===== src/rtl/input_to_adder_and_mul_a_input_wrt_feedback_i_pkg.sv =====
// Shared widths and feedback_i operand-select modes for the multiply-add slice.
package input_to_adder_and_mul_a_input_wrt_feedback_i_pkg;

    localparam int A_W = 20;
    localparam int B_W = 18;
    localparam int P_W = A_W + B_W;

    typedef enum logic [2:0] {
        FB_ACC     = 3'd0,
        FB_MUL     = 3'd1,
        FB_SHIFT_A = 3'd2,
        FB_P_MUL   = 3'd3,
        FB_COEF0   = 3'd4,
        FB_COEF1   = 3'd5,
        FB_COEF2   = 3'd6,
        FB_COEF3   = 3'd7
    } fb_mode_e;

endpackage


===== src/rtl/input_to_adder_and_mul_a_input_wrt_feedback_i_if.sv =====
// Operand/result bundle of the slice. There is no handshake: every signal is
// sampled on each rising clk edge, and P is valid one edge after its operands.
interface input_to_adder_and_mul_a_input_wrt_feedback_i_if;
    import input_to_adder_and_mul_a_input_wrt_feedback_i_pkg::*;

    logic                  subtract_i;
    logic [2:0]            feedback_i;
    logic signed [A_W-1:0] coef_0_i;
    logic signed [A_W-1:0] coef_1_i;
    logic signed [A_W-1:0] coef_2_i;
    logic signed [A_W-1:0] coef_3_i;
    logic [3:0]            acc_fir;
    logic signed [A_W-1:0] A;
    logic signed [B_W-1:0] B;
    logic signed [P_W-1:0] P;

    modport master (
        output subtract_i, feedback_i, coef_0_i, coef_1_i, coef_2_i, coef_3_i,
        output acc_fir, A, B,
        input  P
    );

    modport slave (
        input  subtract_i, feedback_i, coef_0_i, coef_1_i, coef_2_i, coef_3_i,
        input  acc_fir, A, B,
        output P
    );

endinterface


===== src/rtl/input_to_adder_and_mul_a_input_wrt_feedback_i_dsp_operand_select.sv =====
// Combinational operand mux: picks the multiplier A operand and the adder's
// first operand from feedback_i.
module input_to_adder_and_mul_a_input_wrt_feedback_i_dsp_operand_select
    import input_to_adder_and_mul_a_input_wrt_feedback_i_pkg::*;
(
    input  logic [2:0]            feedback_i,
    input  logic signed [A_W-1:0] a_i,
    input  logic signed [P_W-1:0] p_i,
    input  logic signed [A_W-1:0] coef_0_i,
    input  logic signed [A_W-1:0] coef_1_i,
    input  logic signed [A_W-1:0] coef_2_i,
    input  logic signed [A_W-1:0] coef_3_i,
    input  logic [3:0]            acc_fir_i,
    output logic signed [A_W-1:0] mult_a_o,
    output logic signed [P_W-1:0] add_in_o
);

    logic signed [P_W-1:0] a_ext;
    logic signed [P_W-1:0] a_shift;

    // A is widened to the accumulator width before shifting so the shifted
    // value keeps its sign; bits pushed past P_W are simply dropped.
    assign a_ext   = {{(P_W-A_W){a_i[A_W-1]}}, a_i};
    assign a_shift = a_ext << acc_fir_i;

    always_comb begin
        mult_a_o = a_i;
        add_in_o = a_shift;
        case (feedback_i)
            FB_ACC:     add_in_o = p_i;
            FB_MUL:     add_in_o = '0;
            FB_SHIFT_A: mult_a_o = a_i;
            FB_P_MUL:   mult_a_o = p_i[A_W-1:0];
            FB_COEF0:   mult_a_o = coef_0_i;
            FB_COEF1:   mult_a_o = coef_1_i;
            FB_COEF2:   mult_a_o = coef_2_i;
            FB_COEF3:   mult_a_o = coef_3_i;
            default:    mult_a_o = a_i;
        endcase
    end

endmodule


===== src/rtl/input_to_adder_and_mul_a_input_wrt_feedback_i.sv =====
// Single-stage signed multiply-add/accumulate slice: P <= add_in +/- mult_a*B,
// all arithmetic wrapping modulo 2^P_W.
module input_to_adder_and_mul_a_input_wrt_feedback_i
    import input_to_adder_and_mul_a_input_wrt_feedback_i_pkg::*;
(
    input  logic clk,
    input  logic reset,
    input_to_adder_and_mul_a_input_wrt_feedback_i_if.slave bus
);

    logic signed [A_W-1:0] mult_a;
    logic signed [P_W-1:0] add_in;
    logic signed [P_W-1:0] a_wide;
    logic signed [P_W-1:0] b_wide;
    logic signed [P_W-1:0] product;
    logic signed [P_W-1:0] p_d;
    logic signed [P_W-1:0] p_q;

    input_to_adder_and_mul_a_input_wrt_feedback_i_dsp_operand_select u_dsp_operand_select (
        .feedback_i (bus.feedback_i),
        .a_i        (bus.A),
        .p_i        (p_q),
        .coef_0_i   (bus.coef_0_i),
        .coef_1_i   (bus.coef_1_i),
        .coef_2_i   (bus.coef_2_i),
        .coef_3_i   (bus.coef_3_i),
        .acc_fir_i  (bus.acc_fir),
        .mult_a_o   (mult_a),
        .add_in_o   (add_in)
    );

    // Both operands are sign-extended to P_W, so the P_W-bit product is the
    // exact full-precision signed result.
    assign a_wide  = {{B_W{mult_a[A_W-1]}}, mult_a};
    assign b_wide  = {{A_W{bus.B[B_W-1]}}, bus.B};
    assign product = a_wide * b_wide;

    assign p_d = bus.subtract_i ? (add_in - product) : (add_in + product);

    always_ff @(posedge clk or negedge reset) begin
        if (!reset) begin
            p_q <= '0;
        end else begin
            p_q <= p_d;
        end
    end

    assign bus.P = p_q;

endmodule


===== src/flat_wrapper.sv =====
// flat-port wrapper written by rule: the top's interface ports become plain ports
module input_to_adder_and_mul_a_input_wrt_feedback_i_flat import input_to_adder_and_mul_a_input_wrt_feedback_i_pkg::*;
  (clk, reset, bus_subtract_i, bus_feedback_i, bus_coef_0_i, bus_coef_1_i, bus_coef_2_i, bus_coef_3_i, bus_acc_fir, bus_A, bus_B, bus_P);
  input_to_adder_and_mul_a_input_wrt_feedback_i_if bus_i ();
  input  logic clk;
  input  logic reset;
  input wire logic [$bits(bus_i.subtract_i)-1:0] bus_subtract_i;
  input wire logic [$bits(bus_i.feedback_i)-1:0] bus_feedback_i;
  input wire logic [$bits(bus_i.coef_0_i)-1:0] bus_coef_0_i;
  input wire logic [$bits(bus_i.coef_1_i)-1:0] bus_coef_1_i;
  input wire logic [$bits(bus_i.coef_2_i)-1:0] bus_coef_2_i;
  input wire logic [$bits(bus_i.coef_3_i)-1:0] bus_coef_3_i;
  input wire logic [$bits(bus_i.acc_fir)-1:0] bus_acc_fir;
  input wire logic [$bits(bus_i.A)-1:0] bus_A;
  input wire logic [$bits(bus_i.B)-1:0] bus_B;
  output wire logic [$bits(bus_i.P)-1:0] bus_P;
  assign bus_i.subtract_i = bus_subtract_i;
  assign bus_i.feedback_i = bus_feedback_i;
  assign bus_i.coef_0_i = bus_coef_0_i;
  assign bus_i.coef_1_i = bus_coef_1_i;
  assign bus_i.coef_2_i = bus_coef_2_i;
  assign bus_i.coef_3_i = bus_coef_3_i;
  assign bus_i.acc_fir = bus_acc_fir;
  assign bus_i.A = bus_A;
  assign bus_i.B = bus_B;
  assign bus_P = bus_i.P;
  input_to_adder_and_mul_a_input_wrt_feedback_i u_core (.clk(clk), .reset(reset), .bus(bus_i));
endmodule

===== config.mk =====
export PLATFORM = sky130hd
export DESIGN_NAME = input_to_adder_and_mul_a_input_wrt_feedback_i_flat
export DESIGN_NICKNAME = d
export VERILOG_FILES = /design/src/rtl/input_to_adder_and_mul_a_input_wrt_feedback_i_pkg.sv /design/src/rtl/input_to_adder_and_mul_a_input_wrt_feedback_i_if.sv /design/src/rtl/input_to_adder_and_mul_a_input_wrt_feedback_i_dsp_operand_select.sv /design/src/rtl/input_to_adder_and_mul_a_input_wrt_feedback_i.sv /design/src/flat_wrapper.sv
export SDC_FILE = /design/constraint.sdc
export NUM_CORES = 1
export LEC_CHECK = 0
export BUFFER_PORTS_ARGS = -buffer_cell sky130_fd_sc_hd__buf_2
export CAP_MARGIN = 40
export CORE_ASPECT_RATIO = 1.4
export CORE_MARGIN = 4
export CORE_UTILIZATION = 40
export CTS_CLUSTER_DIAMETER = 100
export CTS_CLUSTER_SIZE = 20
export DETAILED_ROUTE_END_ITERATION = 6
export GPL_TIMING_DRIVEN = 1
export PLACE_DENSITY = 0.62
export SYNTH_ARGS = -nofsm -noshare
export SYNTH_HDL_FRONTEND = slang
export SYNTH_SLANG_ARGS = --single-unit

===== constraint.sdc =====
create_clock -name clk -period 10.3 [get_ports clk]
set_input_delay 0.515 -clock clk [delete_from_list [all_inputs] [get_ports clk]]
set_output_delay 0.515 -clock clk [all_outputs]
set_load 0.005 [all_outputs]

==> reports/results.tsv, run 1 <==
stage	metric	value	unit
grt	grt_first_pass_wirelength	92400	microns
critical_path	cp_common_cell	sky130_fd_sc_hd__fa_1	
detailed_routing	route.final.wire_length	56000	microns
final_layout	layout-drive-gt1-share	14.9	%
final_layout	max_flop_register	u_core.bus.P	
final_layout	largest_registers_ranked_by_flip_flop_count	u_core.bus.P (38)	
grt	groute.layer.met2.usage	38.3	%
final_layout	synth_to_final_area_change	11.3	%
final_layout	fin_nets	3064	
floorplanning	floorplan.die_area	0.0526	sq mm
sta	worst_clock_skew	0.00524	ns
sta	slew_viol_final	0	
clock_network	clk-insertion-delay-late	0.30	ns
sta	max_clock_freq	102	MHz
sta	period_minus_slack	9.79	ns
synth	async_reset_ff_share	100	%
synth	sequential_to_total_area_share_from_yosys_stat	4.86	%
status	run_status	completed	
detailed_routing	drt_iter0_markers	816	
detailed_routing	drcViolationCount	0	
hold_path	hold_path_class	in2async	
critical_path	critical_path_arrival	10.01	ns
sta	timing_hold_violations_final	0	
clock_network	clock_sink_count	38	
floorplanning	placeableCoreArea	0.0483	sq mm
clock_network	max-clock-path-buffers	2	
critical_path	critPathMaxFanout	12	
detailed_routing	ant_nets	0	
critical_path	worstSetupEndpointType	register	
synth	synth-seq-cells	38	
synth	number_of_synthesized_flops_with_an_enable_pin	0	
clock_network	cts-buffers-inserted	5	
grt	groute.usage.overall	21.3	%
detailed_routing	detailroute.via_count	16257	
placement	detailed_place_hpwl	48900	microns
critical_path	setup.worst_path.class	in2reg	
sta	min_period_over_period	95.0	%
sta	setup-tns-final	0	ns
placement	placement.io_buffers	165	
clock_network	cts-htree-levels	2	
critical_path	critPathSlowestCell	sky130_fd_sc_hd__mux4_2	
critical_path	regToRegSetupSlack	0.88	ns
critical_path	required_time_worst_endpoint	10.52	ns
synth	ys.warnings.count	0	
sta	timing_worst_slew_pin_value	0.878	ns
critical_path	critPathLaunchType	input pin	
grt	grt_overflow	0	
flow_run	maxCapViolations	0	
sta	slew-limit-headroom	41.4	%
grt	globalRouteMet3Util	1.30	%
synth	synth_area	0.0196	sq mm
detailed_routing	vias_per_cell	5.30	
sta	final-setup-viol-count	0	
synth	synth-main-ff-cell	sky130_fd_sc_hd__dfrtp_1	
clock_network	cts_tree	yes	
floorplanning	floorplan.initialDensity	40.6	%
synth	synth.distinct_cells	85	
floorplanning	placement_rows	95	
sta	rsz0062_at_grt	no	
grt	number_of_antenna_violations_at_the_first_check_in_global_routing	1	
synth	synth_instances	2281	
grt	grt_pass1_vias	17771	
detailed_routing	route.detailed.wl_per_inst	18.2	microns
clock_network	clock_tree.root_cell	sky130_fd_sc_hd__clkbuf_16	
floorplanning	die_y	270	microns
critical_path	crit_path_max_incr_delay	0.56	ns
grt	groute.layer.met1.usage	27.5	%
synth	postSynthNetCount	2906	
final_layout	n_antenna_cell	0	
grt	grt_max_degree	52	
floorplanning	die-width	195	microns
placement	globalplace.congestion	0.942	
synth	postSynthAreaPerCell	8.59	sq um
detailed_routing	drt-pass1-iter-count	5	
final_layout	largest_reg_flops	38	
grt	gr-max-usage-layer	met2	
clock_network	clkSlewWorstSetupHoldPaths	0.06	ns
floorplanning	top_level_ports	166	
==> stage by stage <==
| step | setup slack [ns] | hold slack (ns) | util [%] | area [sq um] | cells |
|---|---|---|---|---|---|
| 2_1_floorplan | 0.0607 | 0.219 | - | 19600 | 2281 |
| 3_3_place_gp | 0.0400 | 0.692 | 44.6 | 21500 | 3057 |
| 3_5_place_dp | -0.0859 | 0.392 | 44.6 | 21500 | 3058 |
| 4_1_cts | 0.148 | 0.0733 | 45.0 | 21700 | 3066 |
| 5_1_grt | 0.0167 | 0.0929 | 45.2 | 21800 | 3070 |
| 6_report | 0.510 | 0.0744 | 45.2 | 21800 | 3070 |
==> Yosys cell counts (all sizes together), types with 8 or more instances <==
cell type | n | area [sq um]
a31o | 15 | 140
a21o | 31 | 233
nand3 | 37 | 190
and2 | 174 | 1090
or2 | 9 | 56.3
xor2 | 29 | 254
nor3 | 20 | 100
mux4 | 21 | 473
mux2 | 8 | 90.1
mux2i | 52 | 521
dfrtp | 38 | 951
nand2b | 8 | 50.1
nor2 | 79 | 297
a21oi | 110 | 566
a211oi | 18 | 135
fa | 362 | 7250
ha | 135 | 1690
buf | 12 | 56.3
a31oi | 18 | 113
o21bai | 14 | 105
nand2 | 254 | 956
and3 | 14 | 87.6
inv | 449 | 1690
xnor2 | 76 | 666
o21ai | 71 | 355
o21a | 10 | 75.1
nor2b | 12 | 75.1
clkbuf | 104 | 390
==> layout make-up <==
class	count	area, sq um
clock buffer	6	139
timing repair buffer	267	1650
inverter	450	1690
tap	630	788
multi-input combinational	1677	16600
clock inverter	2	12.5
fill	4850	26500
sequential	38	951
==> worst paths after layout <==
check,endpoint,start,cells after the start
max,u_core.bus.P[37],bus_feedback_i[1],38
min,u_core.bus.P[7],reset,1
max reg2reg,u_core.bus.P[37],u_core.bus.P[9],36
min reg2reg,u_core.bus.P[32],u_core.bus.P[32],3
max in group asynchronous,u_core.bus.P[26],reset,2
min in group clk,u_core.bus.P[32],u_core.bus.P[32],3
==> metal layers <==
metal	wire [microns]	vias to the layer above	share of wire [%]
li1	-	7526	-
met2	28900	413	52
met3	1980	91	3.5
met1	23400	8225	42
met4	1710	2	3.1
met5	13	-	0.023
==> logic make-up (layout without fill, tap and decap cells) <==
logic type | count (synthesis) | count (layout) | synth area share [%]
and+or+nand+nor | 634 | 634 | 16.1
adders and majority gates | 497 | 497 | 45.6
DFF | 38 | 38 | 4.86
AOI/OAI and AO/OA | 360 | 360 | 12.3
xor gates and xnor gates | 105 | 105 | 4.70
muxes | 81 | 81 | 5.53
buffers and inverters | 566 | 725 | 10.9
==> critical path: cells and delay by family <==
family                   cells  cell delay, ns
buffers and inverters        6            0.59
AO/OA/AOI/OAI               11            2.44
multiplexers                 1            0.56
XOR/XNOR                     4            0.59
adder cells (fa/ha/maj)      8            3.74
AND/OR/NAND/NOR              8            1.57
==> repair_timing <==
action / 4_1_cts / 5_1_grt
hold buffers: 0 / 0
setup buffers: 0 / 4
gates resized for setup: 0 / 24
hold endpoints to repair: 0 / 0
setup endpoints to repair: 0 / 3
==> cells in the final DEF (no fill, tap or decap), drive strengths merged, types with 37 or more instances in the layout <==
master    n
nand2   254
inv     449
mux2i    52
nand3    37
o21ai    71
ha      135
fa      362
nor2     79
and2    174
xnor2    76
a21oi   110
buf     267
dfrtp    38
Power of run 1 is not shown: default switching activity piles up to over one toggle a cycle in this logic, so the estimate is an artifact.
==> inputs of run 2 (changes only) <==
- CORE_ASPECT_RATIO: 1.4 -> 0.9
- CTS_BUF_LIST: not set -> sky130_fd_sc_hd__clkbuf_2 sky130_fd_sc_hd__clkbuf_4 sky130_fd_sc_hd__clkbuf_8
==> reports/results.tsv, run 2 (synthesized netlist as in run 1, its figures left out) <==
stage	metric	value	unit	change
clock_network	clock_sink_count	38		unchanged
placement	placement.io_buffers	165		unchanged
clock_network	max-clock-path-buffers	2		unchanged
critical_path	required_time_worst_endpoint	10.53	ns	about the same
detailed_routing	drt-pass1-iter-count	5		unchanged
critical_path	crit_path_max_incr_delay	0.53	ns	-0.03 ns
critical_path	critPathMaxFanout	10		-2
clock_network	cts_tree	yes		
clock_network	clkSlewWorstSetupHoldPaths	0.09	ns	+0.03 ns
sta	final-setup-viol-count	0		unchanged
detailed_routing	route.final.wire_length	59500	microns	+6.3%
critical_path	regToRegSetupSlack	0.84	ns	-0.04 ns
final_layout	n_antenna_cell	0		unchanged
critical_path	critical_path_arrival	10.20	ns	+0.19 ns
final_layout	max_flop_register	u_core.bus.P		
grt	grt_first_pass_wirelength	95900	microns	+3.7%
final_layout	layout.cells.most_common_list	448 x sky130_fd_sc_hd__inv_1, 362 x sky130_fd_sc_hd__fa_1, 251 x sky130_fd_sc_hd__nand2_1		
flow_run	maxCapViolations	0		unchanged
sta	slew-limit-headroom	52.3	%	+11 points
clock_network	cts-buffers-inserted	5		unchanged
floorplanning	placeableCoreArea	0.0481	sq mm	-0.30%
floorplanning	die_y	218	microns	-19%
floorplanning	placement_rows	76		-20%
final_layout	layout-drive-gt1-share	16.9	%	+2.0 points
sta	timing_hold_violations_final	0		unchanged
floorplanning	die-width	241	microns	+24%
detailed_routing	detailroute.via_count	16581		+2.0%
critical_path	critPathSlowestCell	sky130_fd_sc_hd__fa_1		
placement	dp.cells	3119		+2.0%
critical_path	reg2reg_depth	40		+11%
sta	whs	0.180	ns	+0.105 ns
critical_path	cp_common_cell	sky130_fd_sc_hd__fa_1		
final_layout	largest_registers_ranked_by_flip_flop_count	u_core.bus.P (38)		
grt	groute.usage.overall	22.9	%	+1.6 points
clock_network	cts-htree-levels	2		unchanged
final_layout	fin_nets	3133		+2.3%
sta	max_clock_freq	100	MHz	-1.7%
sta	timing_worst_slew_pin_value	0.710	ns	-0.167 ns
detailed_routing	drt_iter0_markers	1205		+48%
detailed_routing	ant_nets	0		unchanged
critical_path	setup.worst_path.class	in2reg		
clock_network	clk-insertion-delay-late	0.30	ns	about the same
grt	number_of_antenna_violations_at_the_first_check_in_global_routing	2		+1
floorplanning	top_level_ports	166		unchanged
placement	detailed_place_hpwl	51100	microns	+4.6%
detailed_routing	drcViolationCount	0		unchanged
sta	slew_viol_final	0		unchanged
final_layout	fillers	4705		-3.0%
final_layout	finish.cell_count_without_fillers	3133		+2.1%
final_layout	largest_reg_flops	38		unchanged
final_layout	synth_to_final_area_change	14.0	%	
detailed_routing	route.detailed.wl_per_inst	19.0	microns	+4.2%
clock_network	clock_tree.root_cell	sky130_fd_sc_hd__clkbuf_8		
detailed_routing	vias_per_cell	5.29		about the same
grt	grt_overflow	0		unchanged
critical_path	critPathLaunchType	input pin		
grt	grt_pass1_vias	17691		-0.45%
hold_path	hold_path_class	in2async		
floorplanning	floorplan.initialDensity	40.7	%	+0.12 points
sta	min_period_over_period	96.7	%	+1.7 points
status	run_status	completed		
critical_path	worstSetupEndpointType	register		
final_layout	most_common_cell_after_layout_fill_and_taps_aside	sky130_fd_sc_hd__inv_1		
grt	grt_max_degree	52		unchanged
placement	globalplace.congestion	0.936		-0.63%
floorplanning	floorplan.die_area	0.0526	sq mm	about the same
clock_network	cts_hold_repair.buffers	0		unchanged
sta	period_minus_slack	9.96	ns	+0.172 ns
sta	worst_clock_skew	0.0153	ns	+0.0100 ns
-- run 2: cell types whose count changed in the layout (fill, tap and decap cells not counted), moves of 2 or more --
| cell | previous run | this run |
|---|---|---|
| sky130_fd_sc_hd__o21ai_0 | 52 | 55 |
| sky130_fd_sc_hd__buf_4 | 99 | 163 |
| sky130_fd_sc_hd__o21ai_1 | 18 | 14 |
| sky130_fd_sc_hd__nor2_2 | 2 | 0 |
| sky130_fd_sc_hd__clkbuf_16 | 5 | 1 |
| sky130_fd_sc_hd__nor2_1 | 76 | 78 |
| sky130_fd_sc_hd__clkbuf_8 | 1 | 5 |
| sky130_fd_sc_hd__bufinv_16 | 0 | 2 |
-- run 2: worst max-delay path, delay by kind of cell --
kind / cells / cell delay [ns]
buf+inv: 9 / 1.00
mux: 1 / 0.29
simple gates: 8 / 1.57
xor+xnor: 4 / 0.62
compound gates: 11 / 2.44
fa+ha+maj: 8 / 3.72
-- run 2: what timing repair did --
action	CTS	global route
setup endpoints to repair	0	3
buffers inserted	0	5
gates resized for setup	0	14
-- run 2: metrics by stage --
step	instance area [sq um]	utilization, %	setup slack [ns]	TNS (ns)
2_1_floorplan	19600	-	0.0607	0
3_3_place_gp	22000	45.8	0.0219	0
3_5_place_dp	22100	45.9	-0.0348	-0.0348
4_1_cts	22200	46.2	0.240	0
5_1_grt	22300	46.4	-0.0718	-0.129
6_report	22300	46.4	0.338	0
-- run 2: path summary, 6_finish.rpt --
| check | startpoint | endpoint |
|---|---|---|
| max in group asynchronous | reset | u_core.bus.P[11] |
| worst max-delay path | bus_feedback_i[0] | u_core.bus.P[37] |
| worst max register to register | u_core.bus.P[6] | u_core.bus.P[37] |
| worst min register to register | u_core.bus.P[36] | u_core.bus.P[36] |
| min in group clk | u_core.bus.P[36] | u_core.bus.P[36] |
| worst min-delay path | reset | u_core.bus.P[19] |
-- run 2: layout make-up --
class / instances / area (sq um) / share of cell area [%]
multi-input combinational: 1677 / 16500 / 74.1
timing repair buffer: 336 / 2220 / 9.96
inverter: 450 / 1690 / 7.57
sequential: 38 / 951 / 4.26
tap: 624 / 781 / 3.50
clock buffer: 5 / 68.8 / 0.308
clock inverter: 3 / 68.8 / 0.308
-- run 2: metal layers --
layer | track usage, % | share of wire (%) | up-vias
met5 | 0 | 0 | -
met4 | 2.37 | 0.77 | 0
met3 | 2.28 | 5.4 | 35
met2 | 37.8 | 47 | 525
met1 | 33.9 | 47 | 8341
li1 | - | - | 7680
Power of run 2 is left out for the same reason.
